<file path="src/rtl/block_transfer_sequencer_pkg.sv">
// ---------------------------------------------------------------------------
// block_transfer_sequencer_pkg
// Shared core defines for the LDM/STM block-transfer path: instruction field
// bit positions, addressing-mode encodings, sequencer states and the address
// helpers used to derive the first beat address and the base writeback value.
// ---------------------------------------------------------------------------
package block_transfer_sequencer_pkg;

    localparam int DATA_W = 32;
    localparam int REG_W  = 4;
    localparam int LIST_W = 16;
    localparam int CNT_W  = 5;   // popcount of a 16-bit list spans 0..16

    // Instruction field positions within instruction[27:0]
    localparam int INSTR_P_BIT    = 24;
    localparam int INSTR_U_BIT    = 23;
    localparam int INSTR_W_BIT    = 21;
    localparam int INSTR_L_BIT    = 20;
    localparam int INSTR_LIST_LSB = 0;

    // Addressing modes, encoded as {P, U}
    typedef enum logic [1:0] {
        MODE_DA = 2'b00,
        MODE_IA = 2'b01,
        MODE_DB = 2'b10,
        MODE_IB = 2'b11
    } xfer_mode_e;

    typedef enum logic [1:0] {
        ST_IDLE = 2'b00,
        ST_XFER = 2'b01,
        ST_DONE = 2'b10
    } seq_state_e;

    // Lowest beat address. Beats always ascend from here, so descending
    // modes start below the base by the full transfer span.
    function automatic logic [DATA_W-1:0] first_addr(
        input xfer_mode_e        mode,
        input logic [DATA_W-1:0] base,
        input logic [DATA_W-1:0] span
    );
        logic [DATA_W-1:0] addr;
        case (mode)
            MODE_IA: addr = base;
            MODE_IB: addr = base + 32'd4;
            MODE_DA: addr = base - span + 32'd4;
            MODE_DB: addr = base - span;
            default: addr = base;
        endcase
        return addr;
    endfunction

    function automatic logic [DATA_W-1:0] wb_addr(
        input logic              up,
        input logic [DATA_W-1:0] base,
        input logic [DATA_W-1:0] span
    );
        return up ? (base + span) : (base - span);
    endfunction

endpackage

</file>
<file path="src/rtl/block_transfer_sequencer_priority_bit_find.sv">
// ---------------------------------------------------------------------------
// priority_bit_find
// Combinational lowest-set-bit finder for a 16-bit register list.
//   vec_i  in  16  register list
//   idx_o  out  4  index of the lowest set bit (0 when vec_i is zero)
//   one_o  out  1  exactly one bit of vec_i is set
// ---------------------------------------------------------------------------
module priority_bit_find
    import block_transfer_sequencer_pkg::*;
(
    input  logic [LIST_W-1:0] vec_i,
    output logic [REG_W-1:0]  idx_o,
    output logic              one_o
);

    // Scan from the top so the lowest set bit is the last to write idx_o.
    always_comb begin
        idx_o = '0;
        for (int i = LIST_W - 1; i >= 0; i--) begin
            if (vec_i[i]) begin
                idx_o = REG_W'(i);
            end
        end
    end

    // Clearing the lowest set bit leaves zero only for a single-bit vector.
    assign one_o = (vec_i != '0) && ((vec_i & (vec_i - 16'd1)) == '0);

endmodule

</file>
<file path="src/rtl/block_transfer_sequencer.sv">
// ---------------------------------------------------------------------------
// block_transfer_sequencer
// Walks the LDM/STM register list one beat at a time, presenting register
// number and word address to the load/store unit, and produces the base
// writeback value. Stalls the pipeline (busy) while an operation is live.
//   clk          in   1  core clock
//   reset        in   1  synchronous active-high reset
//   start        in   1  launch request, honoured only in IDLE
//   instruction  in  28  P=[24] U=[23] W=[21] L=[20] list=[15:0]
//   base         in  32  Rn value, sampled with start
//   ready        in   1  memory side accepts the current beat
//   busy         out  1  pipeline stall, XFER and DONE
//   valid        out  1  beat presented
//   reg_addr     out  4  register of the current beat
//   mem_addr     out 32  word address of the current beat
//   load         out  1  L for the operation
//   last         out  1  current beat is the final one
//   done         out  1  one-cycle end-of-operation pulse
//   wb_en        out  1  write wb_value to Rn (with done)
//   wb_value     out 32  base +/- 4*n
// ---------------------------------------------------------------------------
module block_transfer_sequencer
    import block_transfer_sequencer_pkg::*;
(
    input  logic              clk,
    input  logic              reset,
    input  logic              start,
    input  logic [27:0]       instruction,
    input  logic [DATA_W-1:0] base,
    input  logic              ready,
    output logic              busy,
    output logic              valid,
    output logic [REG_W-1:0]  reg_addr,
    output logic [DATA_W-1:0] mem_addr,
    output logic              load,
    output logic              last,
    output logic              done,
    output logic              wb_en,
    output logic [DATA_W-1:0] wb_value
);

    seq_state_e        state_q;
    logic [LIST_W-1:0] list_q;
    logic              w_q;
    logic              busy_q;
    logic              valid_q;
    logic [REG_W-1:0]  reg_addr_q;
    logic [DATA_W-1:0] mem_addr_q;
    logic              load_q;
    logic              last_q;
    logic              done_q;
    logic              wb_en_q;
    logic [DATA_W-1:0] wb_value_q;

    logic [LIST_W-1:0] list_in_d;
    logic [LIST_W-1:0] list_rem_d;
    logic [LIST_W-1:0] find_vec_d;
    logic [REG_W-1:0]  find_idx_d;
    logic              find_one_d;
    logic [CNT_W-1:0]  count_d;
    logic [DATA_W-1:0] base_al_d;
    logic [DATA_W-1:0] span_d;
    logic [DATA_W-1:0] start_addr_d;
    logic [DATA_W-1:0] wb_value_d;
    xfer_mode_e        mode_d;
    logic              unused_inputs;

    assign list_in_d  = instruction[INSTR_LIST_LSB +: LIST_W];
    assign base_al_d  = {base[DATA_W-1:2], 2'b00};
    assign mode_d     = xfer_mode_e'({instruction[INSTR_P_BIT], instruction[INSTR_U_BIT]});

    // Fields decoded elsewhere (Rn, S bit, class bits) and the byte offset of base.
    assign unused_inputs = ^{instruction[27:25], instruction[22], instruction[19:16], base[1:0]};

    always_comb begin
        count_d = '0;
        for (int i = 0; i < LIST_W; i++) begin
            count_d = count_d + {{(CNT_W-1){1'b0}}, list_in_d[i]};
        end
    end

    assign span_d       = {{(DATA_W-CNT_W-2){1'b0}}, count_d, 2'b00};
    assign start_addr_d = first_addr(mode_d, base_al_d, span_d);
    assign wb_value_d   = wb_addr(instruction[INSTR_U_BIT], base_al_d, span_d);

    // The finder looks at the incoming list at launch, and at the list with
    // the current beat's bit removed during a transfer, so the next beat's
    // register and last flag are ready to register on acceptance.
    assign list_rem_d = list_q & ~(LIST_W'(1) << reg_addr_q);
    assign find_vec_d = (state_q == ST_IDLE) ? list_in_d : list_rem_d;

    priority_bit_find u_find (
        .vec_i (find_vec_d),
        .idx_o (find_idx_d),
        .one_o (find_one_d)
    );

    always_ff @(posedge clk) begin
        if (reset) begin
            state_q    <= ST_IDLE;
            list_q     <= '0;
            w_q        <= 1'b0;
            busy_q     <= 1'b0;
            valid_q    <= 1'b0;
            reg_addr_q <= '0;
            mem_addr_q <= '0;
            load_q     <= 1'b0;
            last_q     <= 1'b0;
            done_q     <= 1'b0;
            wb_en_q    <= 1'b0;
            wb_value_q <= '0;
        end else begin
            case (state_q)
                ST_IDLE: begin
                    done_q  <= 1'b0;
                    wb_en_q <= 1'b0;
                    if (start) begin
                        list_q     <= list_in_d;
                        w_q        <= instruction[INSTR_W_BIT];
                        load_q     <= instruction[INSTR_L_BIT];
                        wb_value_q <= wb_value_d;
                        mem_addr_q <= start_addr_d;
                        busy_q     <= 1'b1;
                        if (count_d == '0) begin
                            state_q <= ST_DONE;
                            valid_q <= 1'b0;
                            done_q  <= 1'b1;
                            wb_en_q <= instruction[INSTR_W_BIT];
                        end else begin
                            state_q    <= ST_XFER;
                            valid_q    <= 1'b1;
                            reg_addr_q <= find_idx_d;
                            last_q     <= find_one_d;
                        end
                    end
                end
                ST_XFER: begin
                    if (ready) begin
                        list_q     <= list_rem_d;
                        mem_addr_q <= mem_addr_q + 32'd4;
                        if (last_q) begin
                            state_q <= ST_DONE;
                            valid_q <= 1'b0;
                            last_q  <= 1'b0;
                            done_q  <= 1'b1;
                            wb_en_q <= w_q;
                        end else begin
                            reg_addr_q <= find_idx_d;
                            last_q     <= find_one_d;
                        end
                    end
                end
                ST_DONE: begin
                    state_q <= ST_IDLE;
                    busy_q  <= 1'b0;
                    done_q  <= 1'b0;
                    wb_en_q <= 1'b0;
                end
                default: begin
                    state_q <= ST_IDLE;
                    busy_q  <= 1'b0;
                    valid_q <= 1'b0;
                    last_q  <= 1'b0;
                    done_q  <= 1'b0;
                    wb_en_q <= 1'b0;
                end
            endcase
        end
    end

    assign busy     = busy_q;
    assign valid    = valid_q;
    assign reg_addr = reg_addr_q;
    assign mem_addr = mem_addr_q;
    assign load     = load_q;
    assign last     = last_q;
    assign done     = done_q;
    assign wb_en    = wb_en_q;
    assign wb_value = wb_value_q;

endmodule
</file>
<file path="config.mk">
export PLATFORM = sky130hd
export DESIGN_NAME = block_transfer_sequencer
export DESIGN_NICKNAME = d
export VERILOG_FILES = /design/src/rtl/block_transfer_sequencer_pkg.sv /design/src/rtl/block_transfer_sequencer_priority_bit_find.sv /design/src/rtl/block_transfer_sequencer.sv
export SDC_FILE = /design/constraint.sdc
export NUM_CORES = 1
export LEC_CHECK = 0
export CAP_MARGIN = 20
export CORE_ASPECT_RATIO = 1.75
export CORE_UTILIZATION = 56
export DETAILED_ROUTE_END_ITERATION = 10
export GPL_TIMING_DRIVEN = 1
export PLACE_DENSITY = 0.88
export SLEW_MARGIN = 10
export SYNTH_ARGS = -nofsm -noshare
export SYNTH_HDL_FRONTEND = slang
export SYNTH_HIERARCHICAL = 1
export SYNTH_SLANG_ARGS = --single-unit
</file>
<file path="constraint.sdc">
create_clock -name clk -period 15 [get_ports clk]
set_input_delay 3 -clock clk [delete_from_list [all_inputs] [get_ports clk]]
set_output_delay 3 -clock clk [all_outputs]
set_load 0.02 [all_outputs]
</file>
==> impl_metrics.json, run 1 <==
{
  "worstHoldPathType": "flip-flop to flip-flop",
  "dpl.hpwl_um": 22600,
  "synthAdderAreaFrac_pct": 5.75,
  "fmax_mhz": 97.1,
  "postSynthAreaPerCell_um2": 6.84,
  "io_pins": 138,
  "p_int_uw": 874,
  "die-width_um": 97.5,
  "final.setup.tns_ns": 0,
  "cp-end-kind": "flip-flop",
  "switchingPower_uw": 913,
  "clockBufferDepth": 2,
  "seq_area_frac_synth_pct": 20.0,
  "worstHoldStart": "wb_value[28]",
  "synth_seq_cells": 89,
  "tightest_slew_ns": 1.03,
  "report.final.hold_viol_count": 0,
  "drv_slew": 0,
  "synthArstFlopShare_pct": 0,
  "preCtsSetupSlack_ns": 4.44,
  "antenna_cells": 0,
  "gp_congestion": 0.992,
  "status": "finished, final reports clean",
  "antenna_found_initial": 0,
  "ys.flop_type": "dfxtp_1",
  "syn_area_um2": 8930,
  "drv_cap": 0,
  "p_comb_share_pct": 65.0,
  "drt-pass1-iter-count": 7,
  "criticalPathCategory": "primary input to flip-flop",
  "report.final.setup_viol": 0,
  "start_util_pct": 57.7,
  "slowest_delay_ns": 0.72,
  "die_y_um": 169,
  "crit_path_start_kind": "primary input",
  "arrival_ns": 10.50,
  "pwr-share-clk_pct": 13.8,
  "drcViolationCount": 0,
  "period_minus_slack_ns": 10.29,
  "drive_gt1_share_pct": 5.04,
  "synth_area_leaders": "dfxtp_1 20%, a21oi_1 7.0%, nand2_1 6.7%, nor2_1 5.7%, o21ai_0 5.7%",
  "syn_to_final_growth_pct": 17.1,
  "die_area_um2": 16500,
  "synth-simple-area-share_pct": 29.8,
  "grt_pass1_vias": 9598,
  "power.density_nw_per_um2": 171,
  "p_sw_share_pct": 51.1,
  "synth_top_family_by_area": "simple AND/OR/NAND/NOR gates",
  "grt_use_total_pct": 36.7,
  "rsz0062_at_grt": "false",
  "cts_buffers": 9,
  "ir_drop_mv": 0.115,
  "tritoncts": "built",
  "core_region_area_um2": 15500,
  "rows": 60,
  "synth_xor_area_share_pct": 7.55,
  "yosysUniqueCellTypes": 94,
  "grt_max_degree": 57,
  "ctsHoldBuffers": 0,
  "slowest_stage": "a211oi_4",
  "pwr-share-seq_pct": 21.1,
  "p_leak_uw": 0.00375,
  "yosysTopAreaCellShare_pct": 20.0,
  "skew_ns": 0.00778,
  "crit_start": "instruction[5]",
  "syn_inst": 1306,
  "holdWs_ns": 0.452,
  "relSlewSlack_pct": 30.8,
  "detail_route.wl_per_cell_um": 19.8,
  "post_cts_buffers": 0,
  "fin_nets": 1462,
  "clk_pin_slew_worst_paths_ns": 0.07,
  "clock_latency_ns": 0.35,
  "post_dp_cell_area_um2": 10100,
  "final_area_um2": 10500,
  "finalWirelength_um": 30900,
  "synth_area_leader_cell": "dfxtp_1",
  "clock_sinks": 89,
  "timing.rr.start": "state_q[0]",
  "synth_warnings": 6,
  "worst_slack_ns": 4.71,
  "worstPathRequired_ns": 15.21,
  "overflow": 0,
  "synth_compound_area_share_pct": 28.4,
  "io_buffers": 123,
  "fin_cells": 1556,
  "fin_crit_sh_pct": 68.6,
  "path_cells": "clkdlybuf4s50_1 > inv_1 > fa_1 > inv_1 > fa_1 > inv_1 > fa_1 > fa_1 > inv_1 > ha_1 > a21o_1 > a21oi_1 > xnor2_1 > ha_1 > and2b_1 > a211oi_4 > o2111ai_1 > a31o_4 > nor4_4 > nand4_2 > or4_1 > o2111ai_1 > a311oi_2",
  "critPathMaxFanout": 18,
  "drtAntennaViolNets": 0,
  "drt-vias-per-instance": 6.62,
  "synth-edff-count": 0,
  "vias": 10303,
  "placed_cells": 1539,
  "synth_mux_area_share_pct": 1.70,
  "grt_first_pass_wirelength_um": 48900,
  "cts_max_level": 3,
  "drt_iter0_drc": 892,
  "ctsResizeCount": 0,
  "root_buffer": "clkbuf_16"
}
[flip-flops by register name, summed over array words and instances (netlist names)]
signal	cells
reg_addr	4
state_q	2
last	1
wb_en	1
load	1
w_q	1
mem_addr	30
done	1
list_q	16
wb_value	30
valid	1
busy	1
[cells in the final DEF (no fill, tap or decap), drive strengths merged, types with 14 or more instances in the layout]
master / n
nand2: 160
nor2: 137
a21oi: 126
clkdlybuf4s50: 122
o21ai: 104
dfxtp: 89
inv: 57
xnor2: 55
nand3: 48
nor3: 46
nand4: 26
xor2: 22
and3: 21
a31oi: 21
o22ai: 21
ha: 21
a211oi: 21
nor4: 21
buf: 17
mux2i: 14
or3: 14
[kinds of logic after synthesis]
kind of cell / after synthesis
adders and majority gates: 34
buffers and inverters: 149
and+or+nand+nor: 539
xor gates and xnor gates: 77
AOI/OAI and AO/OA: 402
other: 1
DFF: 89
muxes: 15
[through the flow]
step	util, %	total power [uW]
2_1_floorplan	-	1150
3_3_place_gp	65.5	1480
3_5_place_dp	65.5	1510
4_1_cts	67.5	1760
5_1_grt	67.6	1910
6_report	67.6	1790
[critical path: cells and delay by family]
kind                       cells  cell delay [ns]
AOI/OAI and AO/OA              7             1.74
adders and majority gates      6             2.70
buffers and inverters          5             0.79
xor gates and xnor gates       1             0.65
and+or+nand+nor                4             1.61
[power by group through the flow]
stage	sequential [uW]	combinational, uW	clock [uW]
after global routing	386	1260	259
after global placement	375	1110	0
after floorplan	430	718	0
after detailed placement	379	1130	0
final	378	1160	247
after CTS	374	1140	248
[cell usage after synthesis (14+ instances only)]
cell type / n
a211oi_1: 20
a21oi_1: 125
a31oi_1: 21
and3_1: 21
buf_1: 14
clkbuf_1: 67
dfxtp_1: 89
ha_1: 21
inv_1: 54
mux2i_1: 14
nand2_1: 159
nand3_1: 48
nand4_1: 25
nor2_1: 136
nor3_1: 44
nor4_1: 16
o21ai_0: 101
o22ai_1: 21
xnor2_1: 55
xor2_1: 22
[metal layers]
metal | vias up | global-route usage [%] | wire length (um)
met5 | - | 0 | 0
met1 | 4711 | 41.9 | 11200
li1 | 4848 | - | -
met4 | 0 | 22.8 | 1920
met3 | 129 | 5.28 | 2610
met2 | 615 | 63.8 | 15200
[area by class of cell]
class | count | area [um2]
Tap cell | 186 | 233
Clock buffer | 10 | 239
Multi-Input combinational cell | 1071 | 6570
Clock inverter | 6 | 73.8
Inverter | 55 | 206
Sequential cell | 89 | 1780
Fill cell | 1369 | 5010
Timing Repair Buffer | 139 | 1350
[worst paths after layout]
| path | slack [ns] | depth (start not counted) | end |
|---|---|---|---|
| worst max register to register | 11.89 | 11 | last |
| worst max-delay path | 4.71 | 23 | mem_addr[29] |
| worst min-delay path | 0.45 | 2 | wb_value[28] |
| worst min register to register | 0.45 | 2 | wb_value[28] |
(Power assumes the default switching activity.)
==> inputs of run 2 (changes only) <==
Settings changed: CORE_UTILIZATION 56 to 51, PLACE_DENSITY 0.88 to 0.84.
Clock period 15 ns to 8.84 ns, I/O delays scaled along.
==> run 2 against run 1 <==
  * Design area is 2.2% higher
  * Non-clock buffer count grew 26
  * Setup slack worse by 4.1 ns
  * Die area up 9.6%
  * Wire length rose by 1.1%
  * Global-route usage decreased by 1.4 points
  * Cell count is 4.3% higher
  * Combinational power grew 72%
  * Core utilization shrank 4.8 points
  * Sequential cell count unchanged
  * Clock power increased by 63%
  * Critical endpoint unchanged
  * Largest cell class unchanged
  * Highest routed layer unchanged
==> impl_metrics.json, run 2 (synthesis gave the netlist of run 1 again) <==
{
  "ctsHoldBuffers": 0,
  "clockBufferDepth": 2,
  "relSlewSlack_pct": 41.1,
  "preCtsSetupSlack_ns": 0.162,
  "layout_common_cells": "159 x nand2_1, 134 x nor2_1, 124 x a21oi_1, 122 x clkdlybuf4s50_1, 101 x o21ai_0",
  "grt_max_degree": 57,
  "grt_pass1_vias": 9626,
  "clock_latency_ns": 0.36,
  "drv_cap": 0,
  "start_util_pct": 52.4,
  "finalWirelength_um": 31200,
  "slowest_delay_ns": 0.61,
  "fin_nets": 1488,
  "hold_depth": 2,
  "overflow": 0,
  "report.final.setup_viol": 0,
  "power.density_nw_per_um2": 283,
  "p_leak_uw": 0.00386,
  "worstHoldPathType": "flip-flop to flip-flop",
  "tightest_slew_ns": 0.874,
  "r2r_cells": 11,
  "nFillCells": 1598,
  "drcViolationCount": 0,
  "rows": 63,
  "grt_first_pass_wirelength_um": 49600,
  "placed_cells": 1607,
  "detail_route.wl_per_cell_um": 19.2,
  "report.final.hold_viol_count": 0,
  "clock_sinks": 89,
  "worstPathRequired_ns": 9.05,
  "drt-pass1-iter-count": 6,
  "utilization_pct": 62.8,
  "crit_path_start_kind": "primary input",
  "drtAntennaViolNets": 0,
  "critPathMaxFanout": 10,
  "cts_buffers": 9,
  "die_y_um": 177,
  "cts_max_level": 3,
  "drive_gt1_share_pct": 6.73,
  "grt_use_total_pct": 35.2,
  "period_minus_slack_ns": 8.26,
  "clk_pin_slew_worst_paths_ns": 0.07,
  "die-width_um": 102,
  "tritoncts": "built",
  "fmax_mhz": 121,
  "rsz0062_at_grt": "false",
  "drv_slew": 0,
  "io_buffers": 123,
  "status": "finished, final reports clean",
  "slowest_stage": "fa_1",
  "cp-end-kind": "flip-flop",
  "ir_drop_mv": 0.185,
  "dpl.hpwl_um": 23000,
  "post_cts_buffers": 0,
  "arrival_ns": 8.47,
  "drt_iter0_drc": 957,
  "die_area_um2": 18100,
  "antenna_found_initial": 0,
  "root_buffer": "clkbuf_16",
  "worst_slack_ns": 0.579,
  "syn_to_final_growth_pct": 19.7,
  "fin_cells": 1623,
  "path_cells": "clkdlybuf4s50_1 > inv_1 > fa_1 > inv_1 > fa_1 > inv_1 > fa_1 > fa_1 > inv_1 > ha_1 > a21o_1 > a21oi_1 > xnor2_1 > ha_1 > and2b_1 > a211oi_4 > o2111ai_1 > a31o_4 > nor4_4 > nand4_2 > or4_1 > o2111ai_1 > a311oi_2",
  "fin_crit_sh_pct": 93.4,
  "gp_congestion": 1.03,
  "drt-vias-per-instance": 6.35,
  "core_region_area_um2": 17000,
  "ctsResizeCount": 0,
  "mostFrequentLayoutCell": "nand2_1",
  "skew_ns": 0.00787,
  "vias": 10303,
  "io_pins": 138,
  "criticalPathCategory": "primary input to flip-flop",
  "antenna_cells": 0,
  "final.setup.tns_ns": 0
}
[run 2: changes by cell type in the layout (fill, tap and decap cells not counted)]
cell	previous run	this run
buf_4	15	42
clkinv_4	3	1
clkinvlp_4	0	2
buf_8	1	0
clkbuf_1	0	1
inv_6	2	1
[run 2: layer usage]
layer	global-route usage [%]	part of all wire, %	vias up	routed length, um
met5	0	0	-	0
met4	22.8	6.2	0	1930
met3	4.19	7.7	109	2420
met2	59.6	49	572	15200
met1	41.2	37	4734	11700
li1	-	-	4888	-
[run 2: area by class of cell]
class	count	area (um2)	area share, %
well taps	227	284	2.66
multi-input cells	1071	6570	61.5
flip-flops and latches	89	1780	16.7
repair buffers	165	1540	14.4
inverters	55	206	1.93
clock inverters	5	62.6	0.585
clock buffers	11	243	2.27
[run 2: critical path: cells and delay by family]
family	cells	cell delay, ns
buffers and inverters	5	0.81
AO/OA/AOI/OAI	7	1.40
XOR/XNOR	1	0.54
AND/OR/NAND/NOR	4	1.27
adder cells (fa/ha/maj)	6	2.65
[run 2: report_power, final]
part           total (uW)  internal, uW  switching, uW
clock network         403           229            174
logic                1990           750           1240
registers             637           525            113
total                3030          1500           1530
[run 2: final timing paths]
kind                       start           end  slack [ns]
setup reg to reg      state_q[0]          last        5.67
hold reg to reg            wb_en         wb_en        0.45
hold / removal             wb_en         wb_en        0.45
setup / recovery  instruction[5]  mem_addr[29]        0.58
[run 2: stage by stage]
step / instance area (um2) / hold WS (ns) / power (uW)
after global routing: 10700 / 0.475 / 3250
after floorplan: 8940 / 0.437 / 1950
after CTS: 10700 / 0.455 / 2990
final: 10700 / 0.453 / 3030
after global placement: 10400 / 0.440 / 2530
after detailed placement: 10400 / 0.444 / 2580
==> inputs of run 3 (changes only) <==
Settings changed: PLACE_DENSITY 0.84 to 0.83.
==> run 3 against run 2 <==
  * Wire length up 0.87%
  * Combinational power about the same
  * Count of clock-buffer cells in the layout is 2 lower
  * Via count up 1.5%
  * Die area stayed put
  * Maximum frequency fell by 2.8%
  * Sequential power hardly changed
  * Total power grew 2.7%
  * Register-to-register slack better by 0.23 ns
  * Critical path type unchanged
==> impl_metrics.json, run 3 (synthesis gave the netlist of run 1 again) <==
{
  "antenna_found_initial": 0,
  "grt.busiest_layer": "met2",
  "hold_depth": 2,
  "status": "finished, final reports clean",
  "overflow": 0,
  "drv_cap": 0,
  "io_pins": 138,
  "drt_iter0_drc": 893,
  "total_power_uw": 3110,
  "power.density_nw_per_um2": 289,
  "start_util_pct": 52.4,
  "worstHoldPathType": "flip-flop to flip-flop",
  "crit_cells": 25,
  "worstHoldStart": "wb_value[27]",
  "r2r_end": "mem_addr[13]",
  "vias": 10458,
  "cts_max_level": 3,
  "rows": 63,
  "worstPathRequired_ns": 9.06,
  "drv_slew": 0,
  "gp_congestion": 1.01,
  "root_buffer": "clkbuf_16",
  "grt_first_pass_wirelength_um": 49800,
  "criticalPathCategory": "primary input to flip-flop",
  "slowest_delay_ns": 0.64,
  "clockBufferDepth": 2,
  "timing.rr.start": "state_q[0]",
  "die-width_um": 102,
  "cp_common_cell": "inv_1",
  "die_y_um": 177,
  "cts_buffers": 9,
  "drt-vias-per-instance": 6.44,
  "met2_usage_pct": 57.9,
  "mostFrequentLayoutCell": "nand2_1",
  "grt_max_degree": 72,
  "drt-pass1-iter-count": 5,
  "met1_usage_pct": 40.9,
  "fmax_mhz": 118,
  "relSlewSlack_pct": 38.0,
  "ctsResizeCount": 0,
  "fin_crit_sh_pct": 96.2,
  "hold_end": "wb_value[27]",
  "critPathBufInv": 7,
  "tightest_slew_ns": 0.930,
  "ctsHoldBuffers": 0,
  "fin_nets": 1488,
  "grt_pass1_vias": 9775,
  "crit_family": "adder cells",
  "drive_gt1_share_pct": 6.81,
  "clk_pin_slew_worst_paths_ns": 0.08,
  "crit_path_start_kind": "primary input",
  "p_leak_uw": 0.00389,
  "cp-end-kind": "flip-flop",
  "r2r_slack_ns": 5.90,
  "report.final.hold_viol_count": 0,
  "rsz0062_at_grt": "false",
  "arrival_ns": 8.72,
  "antenna_cells": 0,
  "grt_use_total_pct": 35.3,
  "r2r_cells": 10,
  "critPathMaxFanout": 13,
  "grt_use_met3_pct": 5.45,
  "tritoncts": "built",
  "drcViolationCount": 0,
  "die_area_um2": 18100,
  "clock_latency_ns": 0.37,
  "final.setup.tns_ns": 0,
  "ir_drop_mv": 0.173,
  "final_area_um2": 10700,
  "dpl.hpwl_um": 23100,
  "drtAntennaViolNets": 0,
  "slowest_stage": "xnor2_1",
  "report.final.setup_viol": 0,
  "post_cts_buffers": 0,
  "skew_ns": 0.0135,
  "finalWirelength_um": 31500,
  "period_minus_slack_ns": 8.50,
  "core_region_area_um2": 17000,
  "clock_sinks": 89,
  "syn_to_final_growth_pct": 20.3,
  "post_dp_cell_area_um2": 10400,
  "detail_route.wl_per_cell_um": 19.4,
  "io_buffers": 123,
  "layout_common_cells": "159 x nand2_1, 134 x nor2_1, 124 x a21oi_1, 122 x clkdlybuf4s50_1, 101 x o21ai_0"
}
run 3: worst max-delay path by stage:
stage	start	end	slack, ns
2_1_floorplan	instruction[5]	mem_addr[29]	1.36
3_3_place_gp	instruction[5]	mem_addr[18]	0.16
3_5_place_dp	instruction[5]	mem_addr[18]	0.10
4_1_cts	instruction[5]	mem_addr[18]	0.46
5_1_grt	instruction[5]	mem_addr[28]	0.16
6_report	instruction[5]	mem_addr[18]	0.34
run 3: layer usage:
metal / up-vias / share of wire, %
li1: 4903 / -
met1: 4827 / 37
met2: 588 / 47
met3: 140 / 8.2
met4: 0 / 7.5
met5: - / 0
run 3: worst reg2reg max path, cell delays in order, from the launching register on:
cell and delay, ns:
dfxtp_1 0.31, buf_4 0.28, inv_1 0.20, nor2_2 0.53, buf_4 0.43, nand2_1 0.39
nor3_1 0.24, a21oi_1 0.08, o21ai_0 0.09, a221oi_1 0.07, a211oi_1 0.23
run 3: where the power goes:
group / internal [uW] / total, uW / switching (uW)
Sequential: 524 / 634 / 109
Combinational: 759 / 2010 / 1250
Clock: 282 / 468 / 186
Total: 1570 / 3110 / 1540
run 3: stage by stage:
step	hold slack (ns)	std cells	utilization (%)	worst slack, ns
after global placement	0.439	1607	61.0	0.163
after detailed placement	0.443	1607	61.0	0.102
after global routing	0.471	1623	63.1	0.161
final	0.455	1623	63.1	0.338
after CTS	0.459	1623	63.1	0.457
after floorplan	0.437	1309	-	1.36
run 3: final cells by class:
class	instances	area (um2)
Multi-Input combinational cell	1071	6570
Tap cell	227	284
Clock inverter	7	130
Clock buffer	9	225
Sequential cell	89	1780
Inverter	55	206
Fill cell	1605	6290
Timing Repair Buffer	165	1540
